===== config.mk =====
export PLATFORM = sky130hd
export DESIGN_NAME = dac_ad9708_tx
export DESIGN_NICKNAME = d
export VERILOG_FILES = /design/src/rtl/dac_pkg.sv /design/src/rtl/sync_fifo.sv /design/src/rtl/dac_ad9708_tx.sv
export SDC_FILE = /design/constraint.sdc
export NUM_CORES = 1
export LEC_CHECK = 0
export BUFFER_PORTS_ARGS = -buffer_cell sky130_fd_sc_hd__buf_2
export CAP_MARGIN = 20
export CORE_ASPECT_RATIO = 2
export CORE_MARGIN = 2
export CORE_UTILIZATION = 35
export CTS_CLUSTER_SIZE = 10
export DETAILED_ROUTE_END_ITERATION = 8
export GPL_TIMING_DRIVEN = 1
export PLACE_DENSITY = 0.56
export SLEW_MARGIN = 10
export SYNTH_ARGS = -nofsm -noshare
export SYNTH_HDL_FRONTEND = slang
export SYNTH_SLANG_ARGS = --single-unit

===== constraint.sdc =====
create_clock -name clk -period 5.1 [get_ports clk]
set_input_delay 0.51 -clock clk [delete_from_list [all_inputs] [get_ports clk]]
set_output_delay 0.51 -clock clk [all_outputs]
set_load 0.03 [all_outputs]

===== src/rtl/dac_pkg.sv =====
// Shared definitions for the AD9708 DAC transmitter.
// Holds the controller state encoding, the bit positions of the fields
// inside the 32-bit configDac word, and the underrun behaviour constants.
package dac_pkg;

  // Controller states: IDLE parks the DAC clock low, RUN paces samples out.
  typedef enum logic {
    IDLE = 1'b0,
    RUN  = 1'b1
  } dac_state_t;

  // configDac field positions.
  localparam int CFG_ENABLE_BIT = 31;
  localparam int CFG_MODE_BIT   = 30;
  localparam int CFG_OFFSET_LSB = 16;
  localparam int CFG_DIV_LSB    = 0;
  localparam int CFG_DIV_WIDTH  = 8;

  // What dac_data does when an update finds no sample waiting.
  localparam logic UNDERRUN_HOLD   = 1'b0;
  localparam logic UNDERRUN_OFFSET = 1'b1;

endpackage


===== src/rtl/sync_fifo.sv =====
// Small single-clock FIFO buffering samples ahead of the DAC.
// Ports:
//   clk, rst      - clock and synchronous active-high reset (empties the FIFO)
//   push, wdata   - write strobe and data (ignored while full)
//   pop, rdata    - read strobe (ignored while empty); rdata shows the head
//   full, empty   - status derived from the registered occupancy count
//   count         - number of stored entries, 0..DEPTH
module sync_fifo #(
  parameter int WIDTH = 12,
  parameter int DEPTH = 4
) (
  input  logic                       clk,
  input  logic                       rst,
  input  logic                       push,
  input  logic [WIDTH-1:0]           wdata,
  input  logic                       pop,
  output logic [WIDTH-1:0]           rdata,
  output logic                       full,
  output logic                       empty,
  output logic [$clog2(DEPTH):0]     count
);

  localparam int AW = $clog2(DEPTH);

  logic [WIDTH-1:0] mem [DEPTH];
  logic [AW-1:0]    wr_ptr;
  logic [AW-1:0]    rd_ptr;
  logic             do_push;
  logic             do_pop;

  assign full    = (count == (AW + 1)'(DEPTH));
  assign empty   = (count == '0);
  assign do_push = push && !full;
  assign do_pop  = pop && !empty;
  assign rdata   = mem[rd_ptr];

  // Storage has no reset; only the pointers and count define validity.
  always_ff @(posedge clk) begin
    if (do_push) begin
      mem[wr_ptr] <= wdata;
    end
  end

  // Pointers wrap naturally because DEPTH is a power of two.
  always_ff @(posedge clk) begin
    if (rst) begin
      wr_ptr <= '0;
      rd_ptr <= '0;
      count  <= '0;
    end else begin
      if (do_push) begin
        wr_ptr <= wr_ptr + AW'(1);
      end
      if (do_pop) begin
        rd_ptr <= rd_ptr + AW'(1);
      end
      case ({do_push, do_pop})
        2'b10:   count <= count + (AW + 1)'(1);
        2'b01:   count <= count - (AW + 1)'(1);
        default: count <= count;
      endcase
    end
  end

endmodule


===== src/rtl/dac_ad9708_tx.sv =====
// Streams samples from an AXI-Stream style input to an AD9708-class DAC.
// Samples are buffered in a small FIFO, offset-adjusted, and presented on
// dac_data together with a divided-down dac_clk. dac_data changes on the
// falling edge of dac_clk, so it is settled a full half period before the
// rising edge the DAC latches on.
// Ports:
//   clk, rst                       - clock, synchronous active-high reset
//   s_axis_tdata/tvalid/tready     - sample input handshake
//   configDac                      - [31] enable, [30] underrun mode,
//                                    [16+W-1:16] offset, [7:0] half-period DIV
//   dac_clk, dac_data              - registered DAC interface
//   sample_strobe                  - pulse on every dac_data update
//   underrun, underrun_count       - starvation pulse and saturating tally
module dac_ad9708_tx
  import dac_pkg::*;
#(
  parameter int DAC_DATA_WIDTH = 12,
  parameter int FIFO_DEPTH     = 4
) (
  input  logic                      clk,
  input  logic                      rst,
  input  logic [DAC_DATA_WIDTH-1:0] s_axis_tdata,
  input  logic                      s_axis_tvalid,
  output logic                      s_axis_tready,
  input  logic [31:0]               configDac,
  output logic                      dac_clk,
  output logic [DAC_DATA_WIDTH-1:0] dac_data,
  output logic                      sample_strobe,
  output logic                      underrun,
  output logic [15:0]               underrun_count
);

  localparam int CNT_W = $clog2(FIFO_DEPTH) + 1;

  dac_state_t                state;
  dac_state_t                next_state;
  logic                      enable;
  logic                      mode;
  logic [DAC_DATA_WIDTH-1:0] offset;
  logic [CFG_DIV_WIDTH-1:0]  div;
  logic [CFG_DIV_WIDTH-1:0]  div_active;
  logic [CFG_DIV_WIDTH-1:0]  half_cnt;
  logic                      first_toggle;
  logic                      wrap;
  logic                      update_event;
  logic                      fifo_push;
  logic                      fifo_pop;
  logic                      fifo_full;
  logic                      fifo_empty;
  logic [DAC_DATA_WIDTH-1:0] fifo_head;
  logic [CNT_W-1:0]          fifo_count;
  logic [31:0]               cfg_unused;

  assign enable = configDac[CFG_ENABLE_BIT];
  assign mode   = configDac[CFG_MODE_BIT];
  assign offset = configDac[CFG_OFFSET_LSB +: DAC_DATA_WIDTH];
  assign div    = configDac[CFG_DIV_LSB +: CFG_DIV_WIDTH];
  // Reserved configDac bits have no function.
  assign cfg_unused = configDac;

  // tready comes straight from the registered occupancy, so a pop in the
  // same cycle does not reopen a full FIFO.
  assign s_axis_tready = (fifo_count != CNT_W'(FIFO_DEPTH));
  assign fifo_push     = s_axis_tvalid && !fifo_full;
  assign fifo_pop      = update_event && !fifo_empty;

  sync_fifo #(
    .WIDTH (DAC_DATA_WIDTH),
    .DEPTH (FIFO_DEPTH)
  ) u_fifo (
    .clk   (clk),
    .rst   (rst),
    .push  (fifo_push),
    .wdata (s_axis_tdata),
    .pop   (fifo_pop),
    .rdata (fifo_head),
    .full  (fifo_full),
    .empty (fifo_empty),
    .count (fifo_count)
  );

  always_ff @(posedge clk) begin
    if (rst) begin
      state <= IDLE;
    end else begin
      state <= next_state;
    end
  end

  // An update happens when the half-period counter wraps while dac_clk is
  // high (falling edge), or on the very first wrap after entering RUN so
  // the DAC gets data immediately instead of waiting a whole period.
  always_comb begin
    next_state   = state;
    wrap         = 1'b0;
    update_event = 1'b0;
    case (state)
      IDLE: begin
        if (enable) begin
          next_state = RUN;
        end
      end
      RUN: begin
        if (!enable) begin
          next_state = IDLE;
        end
        wrap         = (half_cnt == div_active);
        update_event = wrap && (dac_clk || first_toggle);
      end
      default: next_state = IDLE;
    endcase
  end

  // div_active is reloaded only at a wrap so a DIV change never produces a
  // truncated half period. In IDLE it tracks configDac so the first period
  // after enabling uses the current setting.
  always_ff @(posedge clk) begin
    if (rst) begin
      half_cnt       <= '0;
      div_active     <= '0;
      first_toggle   <= 1'b1;
      dac_clk        <= 1'b0;
      dac_data       <= '0;
      sample_strobe  <= 1'b0;
      underrun       <= 1'b0;
      underrun_count <= '0;
    end else begin
      sample_strobe <= update_event;
      underrun      <= update_event && fifo_empty;
      if (state == IDLE) begin
        half_cnt     <= '0;
        div_active   <= div;
        first_toggle <= 1'b1;
        dac_clk      <= 1'b0;
        dac_data     <= offset;
      end else begin
        if (wrap) begin
          half_cnt     <= '0;
          div_active   <= div;
          first_toggle <= 1'b0;
          dac_clk      <= !dac_clk;
        end else begin
          half_cnt <= half_cnt + CFG_DIV_WIDTH'(1);
        end
        if (update_event) begin
          if (!fifo_empty) begin
            dac_data <= fifo_head + offset;
          end else begin
            if (underrun_count != 16'hFFFF) begin
              underrun_count <= underrun_count + 16'd1;
            end
            if (mode == UNDERRUN_OFFSET) begin
              dac_data <= offset;
            end
          end
        end
      end
    end
  end

endmodule


==> flow_summary.yaml, run 1 <==
floorplan:
  start_util: 0.356
  placementRows: 61
  die_h_um: 171
  die_w_um: 87.5
  io_pins: 79
  coreArea_sq_um: 13700
  die-area_sq_um: 15000
placed_design:
  gp_congestion: 0.792
  place_area_sq_um: 5390
  placedCellCount: 645
  port-buffer-count: 68
  hpwl_um: 6870
detailed_routing:
  wirelength_um: 9500
  antenna_left: 0
  vias: 3337
  wl_per_cell_um: 14.3
  drt_drc_violations_left: 0
  drtPass1Iterations: 4
  drt_iter0_markers: 88
  viasPerCell: 5.04
sta:
  period_minus_slack_ns: 3.22
  fin_crit_sh: 0.631
  skew_ns: 0.0110
  setup_viol: 0
  fin_setup_tns_ns: 0
  worstMarginPinSlew_ns: 0.804
  fmax_mhz: 311
  hold_viol: 0
  grt_setup_unrepaired: "false"
  slew_headroom: 0.460
  slew_violations: 0
clock_network:
  holdBufCountCts: 0
  cts_tree: "yes"
  cts_buffers: 9
  cts_root_buf: "clkbuf_16"
  post_cts_buffers: 0
  clkTransAtPathRegs_ns: 0.07
  cts.sinks: 106
  cts_buffer_depth: 2
  clock_latency_ns: 0.35
  cts_resized: 0
  htreeDepth: 3
worst_setup_path:
  slowest_stage: "dfxtp_1"
  worstPathCellList: "mux4_2 > ha_1 > a211oi_1 > nor2_1 > o31ai_1 > o21ai_0 > or4_1 > a311oi_1"
  crit_fanout: 12
  worstPathRequired_ns: 5.36
  crit_type: "register to register"
  worst_ep_arrival_time_ns: 3.48
  critPathMaxStageDelay_ns: 0.72
  cp-end-kind: "register"
  setup.worst_path.start_class: "register"
cells_and_area:
  drive_above_1_share: 0.206
  mostFrequentLayoutCells: "buf_2, nor2_1, dfxtp_1, edfxtp_1"
  synthToLayoutAreaGrowth_pct: 16.2
  instances_no_fill: 662
  nets: 567
  stdcell_area_sq_um: 5680
  final_common_cell: "buf_2"
  antenna_cells: 0
yosys:
  synthArstFlopShare: 0
  synth_fa_ha_area_frac: 0.0543
  synth_nets: 498
  ys_ff_latch: 106
  synth_edf_count: 48
  yosysSeqAreaShare: 0.533
  muxShareOfSynthArea: 0.0819
  synth_top_family_by_area: "simple AND/OR/NAND/NOR gates"
  synth_cell_types: 48
  synth_compound_area_frac: 0.0845
  synth_flop_cell: "dfxtp_1"
  syn_inst: 431
  avgSynthCellArea_sq_um: 11.3
  synth-simple-area-share: 0.164
  ys_warn_count: 0
  synth-xor-area-share: 0.0609
  synth.cell_area_sq_um: 4890
power_and_ir_drop:
  leakage_nw: 2.21
  ir_drop_mv: 0.200
  total_power_mw: 1.85
  cellPowerDensity_nw_per_um2: 325
grt:
  grt_pass1_wl_um: 15600
  grt_usage: 0.135
  grt_pass1_vias: 3195
  grt_max_degree: 52
  antenna_found_initial: 0
  overflow: 0
job:
  maxCapViolations: 0
hold_path:
  worstHoldPathType: "input pin to register"
outcome:
  outcome: "finished, final reports clean"
metrics by stage:
| step | worst slack [ns] | util | hold slack [ns] |
|---|---|---|---|
| after floorplan | 1.84 | - | 0.458 |
| after global placement | 1.90 | 0.392 | 0.478 |
| after detailed placement | 1.84 | 0.392 | 0.482 |
| after CTS | 1.81 | 0.413 | 0.363 |
| after global routing | 1.64 | 0.413 | 0.365 |
| final | 1.88 | 0.413 | 0.376 |
path summary, 6_finish.rpt:
kind,slack (ns),cells past startpoint,to,start
hold reg to reg,0.49,2,dac_data[6]$_SDFFE_PP0P_,dac_data[6]$_SDFFE_PP0P_
hold / removal,0.38,1,u_fifo.mem[2][3]$_DFFE_PP_,s_axis_tdata[3]
setup reg to reg,1.88,8,dac_data[11]$_SDFFE_PP0P_,register
setup / recovery,1.88,8,dac_data[11]$_SDFFE_PP0P_,register
critical path, delay by kind of cell (launching register included):
family,cells,cell delay [ns]
multiplexers,1,0.43
AO/OA/AOI/OAI,4,1.15
AND/OR/NAND/NOR,2,0.52
flip-flops,1,0.72
adder cells (fa/ha/maj),1,0.31
final cells by class:
| type | instances | area (sq um) |
|---|---|---|
| Inverter | 15 | 56.3 |
| Clock inverter | 7 | 58.8 |
| Multi-Input combinational cell | 297 | 2180 |
| Clock buffer | 9 | 225 |
| Timing Repair Buffer | 71 | 363 |
| Tap cell | 157 | 196 |
| Sequential cell | 106 | 2600 |
| Fill cell | 1348 | 8060 |
Yosys cell counts (2+ instances only):
| master | count | area, sq um |
|---|---|---|
| dfxtp_1 | 58 | 1160 |
| a211oi_1 | 9 | 67.6 |
| nand3_1 | 18 | 90.1 |
| xnor2_1 | 18 | 158 |
| xor2_1 | 16 | 140 |
| nor2_1 | 60 | 225 |
| a21oi_1 | 12 | 60.1 |
| o31ai_1 | 4 | 30.0 |
| and3_1 | 8 | 50.1 |
| nor4b_1 | 2 | 17.5 |
| mux2i_1 | 13 | 130 |
| or4_1 | 2 | 15.0 |
| edfxtp_1 | 48 | 1440 |
| clkbuf_1 | 9 | 33.8 |
| inv_1 | 15 | 56.3 |
| mux4_2 | 12 | 270 |
| a311oi_1 | 4 | 35.0 |
| nor3b_1 | 5 | 37.5 |
| nor4_1 | 8 | 50.1 |
| nand2b_1 | 5 | 31.3 |
| nand2_1 | 14 | 52.6 |
| a21o_1 | 4 | 30.0 |
| nor2b_1 | 6 | 37.5 |
| nand4_1 | 2 | 12.5 |
| buf_1 | 3 | 11.3 |
| and4_1 | 2 | 17.5 |
| o22ai_1 | 2 | 12.5 |
| nor4_2 | 2 | 25.0 |
| fa_1 | 2 | 40.0 |
| or3_1 | 5 | 31.3 |
| ha_1 | 18 | 225 |
| o21ai_0 | 14 | 70.1 |
| nor3_1 | 12 | 60.1 |
| o21a_1 | 5 | 37.5 |
per-layer routing:
layer	vias to the layer above	share of wire	global-route usage
li1	1715	-	-
met1	1548	0.46	0.174
met2	64	0.48	0.219
met3	10	0.045	0.0338
met4	0	0.013	0.0441
met5	-	0	0
state kept, by name, summed over array words and instances, names as in the netlist, 2 cells and up, named ones only:
name and flops:
u_fifo.wr_ptr 2, half_cnt 8, div_active 8, dac_data 12, underrun_count 16, u_fifo.count 3
u_fifo.rd_ptr 2, u_fifo.mem 48
where the power goes:
group / total, mW / switching, mW / internal (mW)
Combinational: 0.238 / 0.143 / 0.0952
Sequential: 0.944 / 0.0170 / 0.927
Clock: 0.664 / 0.324 / 0.340
Total: 1.85 / 0.485 / 1.36
kinds of logic (layout without fill, tap and decap cells):
family	after synthesis	after routing
AO/OA/AOI/OAI	62	62
buffers and inverters	28	102
adder cells (fa/ha/maj)	20	20
XOR/XNOR	34	34
multiplexers	25	25
flip-flops	106	106
AND/OR/NAND/NOR	156	156
Note: power is estimated with default switching activity, not from simulation.
==> inputs of run 2 (changes only) <==
--- a/config.mk
+++ b/config.mk
@@ -5,6 +5,7 @@
 export SDC_FILE = /design/constraint.sdc
 export NUM_CORES = 1
 export LEC_CHECK = 0
+export ABC_AREA = 1
 export BUFFER_PORTS_ARGS = -buffer_cell sky130_fd_sc_hd__buf_2
 export CAP_MARGIN = 20
 export CORE_ASPECT_RATIO = 2
@@ -13,7 +14,7 @@
 export CTS_CLUSTER_SIZE = 10
 export DETAILED_ROUTE_END_ITERATION = 8
 export GPL_TIMING_DRIVEN = 1
-export PLACE_DENSITY = 0.56
+export PLACE_DENSITY = 0.55
 export SLEW_MARGIN = 10
 export SYNTH_ARGS = -nofsm -noshare
 export SYNTH_HDL_FRONTEND = slang
==> constraint.sdc (replaced) <==
create_clock -name clk -period 3.18 [get_ports clk]
set_input_delay 0.318 -clock clk [delete_from_list [all_inputs] [get_ports clk]]
set_output_delay 0.318 -clock clk [all_outputs]
set_load 0.03 [all_outputs]
==> flow_summary.yaml, run 2 <==
worst_setup_path:
  crit_fanout: 18
  setup.worst_path.start_class: "register"
  worstPathRequired_ns: 3.45
  cp_top_family: "simple AND/OR/NAND/NOR gates"
  crit_type: "register to register"
  crit_top_cell: "nand3_1"
  cp-end-kind: "register"
  worst_ep_arrival_time_ns: 2.81
  critPathMaxStageDelay_ns: 0.47
  slowest_stage: "dfxtp_1"
  path_buf_inv: 2
  worstPathCellList: "inv_1 > buf_4 > o21ai_0 > o22ai_1 > ha_1 > or2_2 > nand3_1 > nand2_1 > nand2_1 > nand3_1 > nand3_1 > nand3_1 > a21oi_1"
clock_network:
  cts_buffer_depth: 2
  htreeDepth: 3
  post_cts_buffers: 0
  cts_resized: 0
  clock_latency_ns: 0.34
  clkTransAtPathRegs_ns: 0.07
  cts_buffers: 9
  cts.sinks: 106
  cts_tree: "yes"
  holdBufCountCts: 0
  cts_root_buf: "clkbuf_16"
placed_design:
  port-buffer-count: 68
  dp_slack_ns: 0.629
  gp_congestion: 0.890
  hpwl_um: 9940
  place_area_sq_um: 5870
sta:
  skew_ns: 0.00902
  setup_viol: 0
  period_minus_slack_ns: 2.53
  hold_viol: 0
  fmax_mhz: 395
  grt_setup_unrepaired: "false"
  slew_headroom: 0.476
  fin_setup_tns_ns: 0
  worstMarginPinSlew_ns: 0.786
  final.setup.worst_slack_ns: 0.645
  slew_violations: 0
  fin_crit_sh: 0.797
job:
  maxCapViolations: 0
yosys:
  ys_ff_latch: 106
  synth-simple-area-share: 0.256
  yosysSeqAreaShare: 0.491
  synth.most_common_cell: "nand2_1"
  syn_inst: 662
  synth-xor-area-share: 0.0248
  avgSynthCellArea_sq_um: 8.00
  synth_nets: 729
  synth_fa_ha_area_frac: 0.0501
  synth.cell_area_sq_um: 5300
  synth_compound_area_frac: 0.106
  ys_warn_count: 0
  synth_edf_count: 48
  synthArstFlopShare: 0
  synth_area_leader_cell: "edfxtp_1"
  synthTopCellsByCount: "nand2_1, nor2_1, inv_1, dfxtp_1, nand3_1"
  synthTopCellsByArea: "edfxtp_1, dfxtp_1, nand2_1, nor2_1, inv_1"
  muxShareOfSynthArea: 0
  synth_top_family_by_area: "simple AND/OR/NAND/NOR gates"
  synth_flop_cell: "dfxtp_1"
  synth_cell_types: 31
  synth_top_area_frac: 0.272
power_and_ir_drop:
  switching_share: 0.274
  p_int_mw: 2.17
  ir_drop_mv: 0.239
  leakage_nw: 2.63
  p_sw_mw: 0.816
  total_power_mw: 2.98
  clockPowerShare: 0.356
  p_seq_frac: 0.506
  cellPowerDensity_nw_per_um2: 485
  combPwrFrac: 0.138
cells_and_area:
  final_common_cell: "nand2_1"
  nFillCells: 1570
  antenna_cells: 0
  nets: 801
  reg_top3: "u_fifo.mem: 48 flops, underrun_count: 16 flops, dac_data: 12 flops"
  stdcell_area_sq_um: 6150
  synthToLayoutAreaGrowth_pct: 16.2
  drive_above_1_share: 0.150
  regMostFlops: "u_fifo.mem"
  mostFrequentLayoutCells: "nand2_1, nor2_1, inv_1, buf_2, dfxtp_1"
  largest_reg_flops: 48
grt:
  grt_usage: 0.160
  overflow: 0
  antenna_found_initial: 0
  grt_max_degree: 27
  grt_pass1_vias: 4315
  grt_pass1_wl_um: 20600
detailed_routing:
  vias: 4423
  viasPerCell: 4.74
  drt_drc_violations_left: 0
  antenna_left: 0
  wirelength_um: 12700
  drt_iter0_markers: 152
  wl_per_cell_um: 13.6
  drtPass1Iterations: 4
floorplan:
  start_util: 0.357
  die-area_sq_um: 16200
  coreArea_sq_um: 14800
  placementRows: 63
  die_h_um: 178
  io_pins: 79
  die_w_um: 91.0
hold_path:
  worstHoldPathType: "input pin to register"
outcome:
  outcome: "finished, final reports clean"
==> run 2: final timing paths <==
kind | slack (ns) | start | to | cells after the start
max reg2reg | 0.65 | register | dac_data[11]$_SDFFE_PP0P_ | 13
min reg2reg | 0.45 | first_toggle$_SDFFE_PP1P_ | first_toggle$_SDFFE_PP1P_ | 2
min | 0.18 | s_axis_tdata[6] | u_fifo.mem[2][6]$_DFFE_PP_ | 1
max | 0.65 | register | dac_data[11]$_SDFFE_PP0P_ | 13
==> run 2: routing by layer <==
metal,vias to the layer above,share of wire,GRT usage,routed length [um]
li1,2315,-,-,-
met4,0,0.029,0.0694,368
met1,2010,0.38,0.161,4800
met3,24,0.027,0.0242,338
met2,74,0.57,0.319,7220
met5,-,0,0,0
==> run 2: through the flow <==
step                      cells  hold WS, ns   util
after detailed placement    918        0.434  0.396
after floorplan             662        0.411      -
after CTS                   934        0.167  0.415
after global placement      918        0.424  0.396
after global routing        934        0.182  0.415
final                       934        0.181  0.415
==> run 2: cell families after synthesis <==
kind of cell	Yosys count
and+or+nand+nor	320
DFF	106
AOI/OAI and AO/OA	108
buffers and inverters	93
adders and majority gates	20
xor gates and xnor gates	15
==> run 2: power by group through the flow <==
| stage | Sequential (mW) | Combinational, mW | Clock (mW) |
|---|---|---|---|
| after floorplan | 1.56 | 0.258 | 0 |
| after global placement | 1.54 | 0.408 | 0 |
| after detailed placement | 1.54 | 0.415 | 0 |
| after CTS | 1.51 | 0.417 | 1.11 |
| after global routing | 1.51 | 0.467 | 1.15 |
| final | 1.51 | 0.412 | 1.06 |
==> run 2: layout make-up <==
class	instances	area, sq um	share of cell area
Clock buffer	9	225	0.0366
Clock inverter	7	61.3	0.00997
Inverter	75	282	0.0458
Multi-Input combinational cell	463	2310	0.376
Sequential cell	106	2600	0.423
Tap cell	195	244	0.0397
Timing Repair Buffer	79	423	0.0687
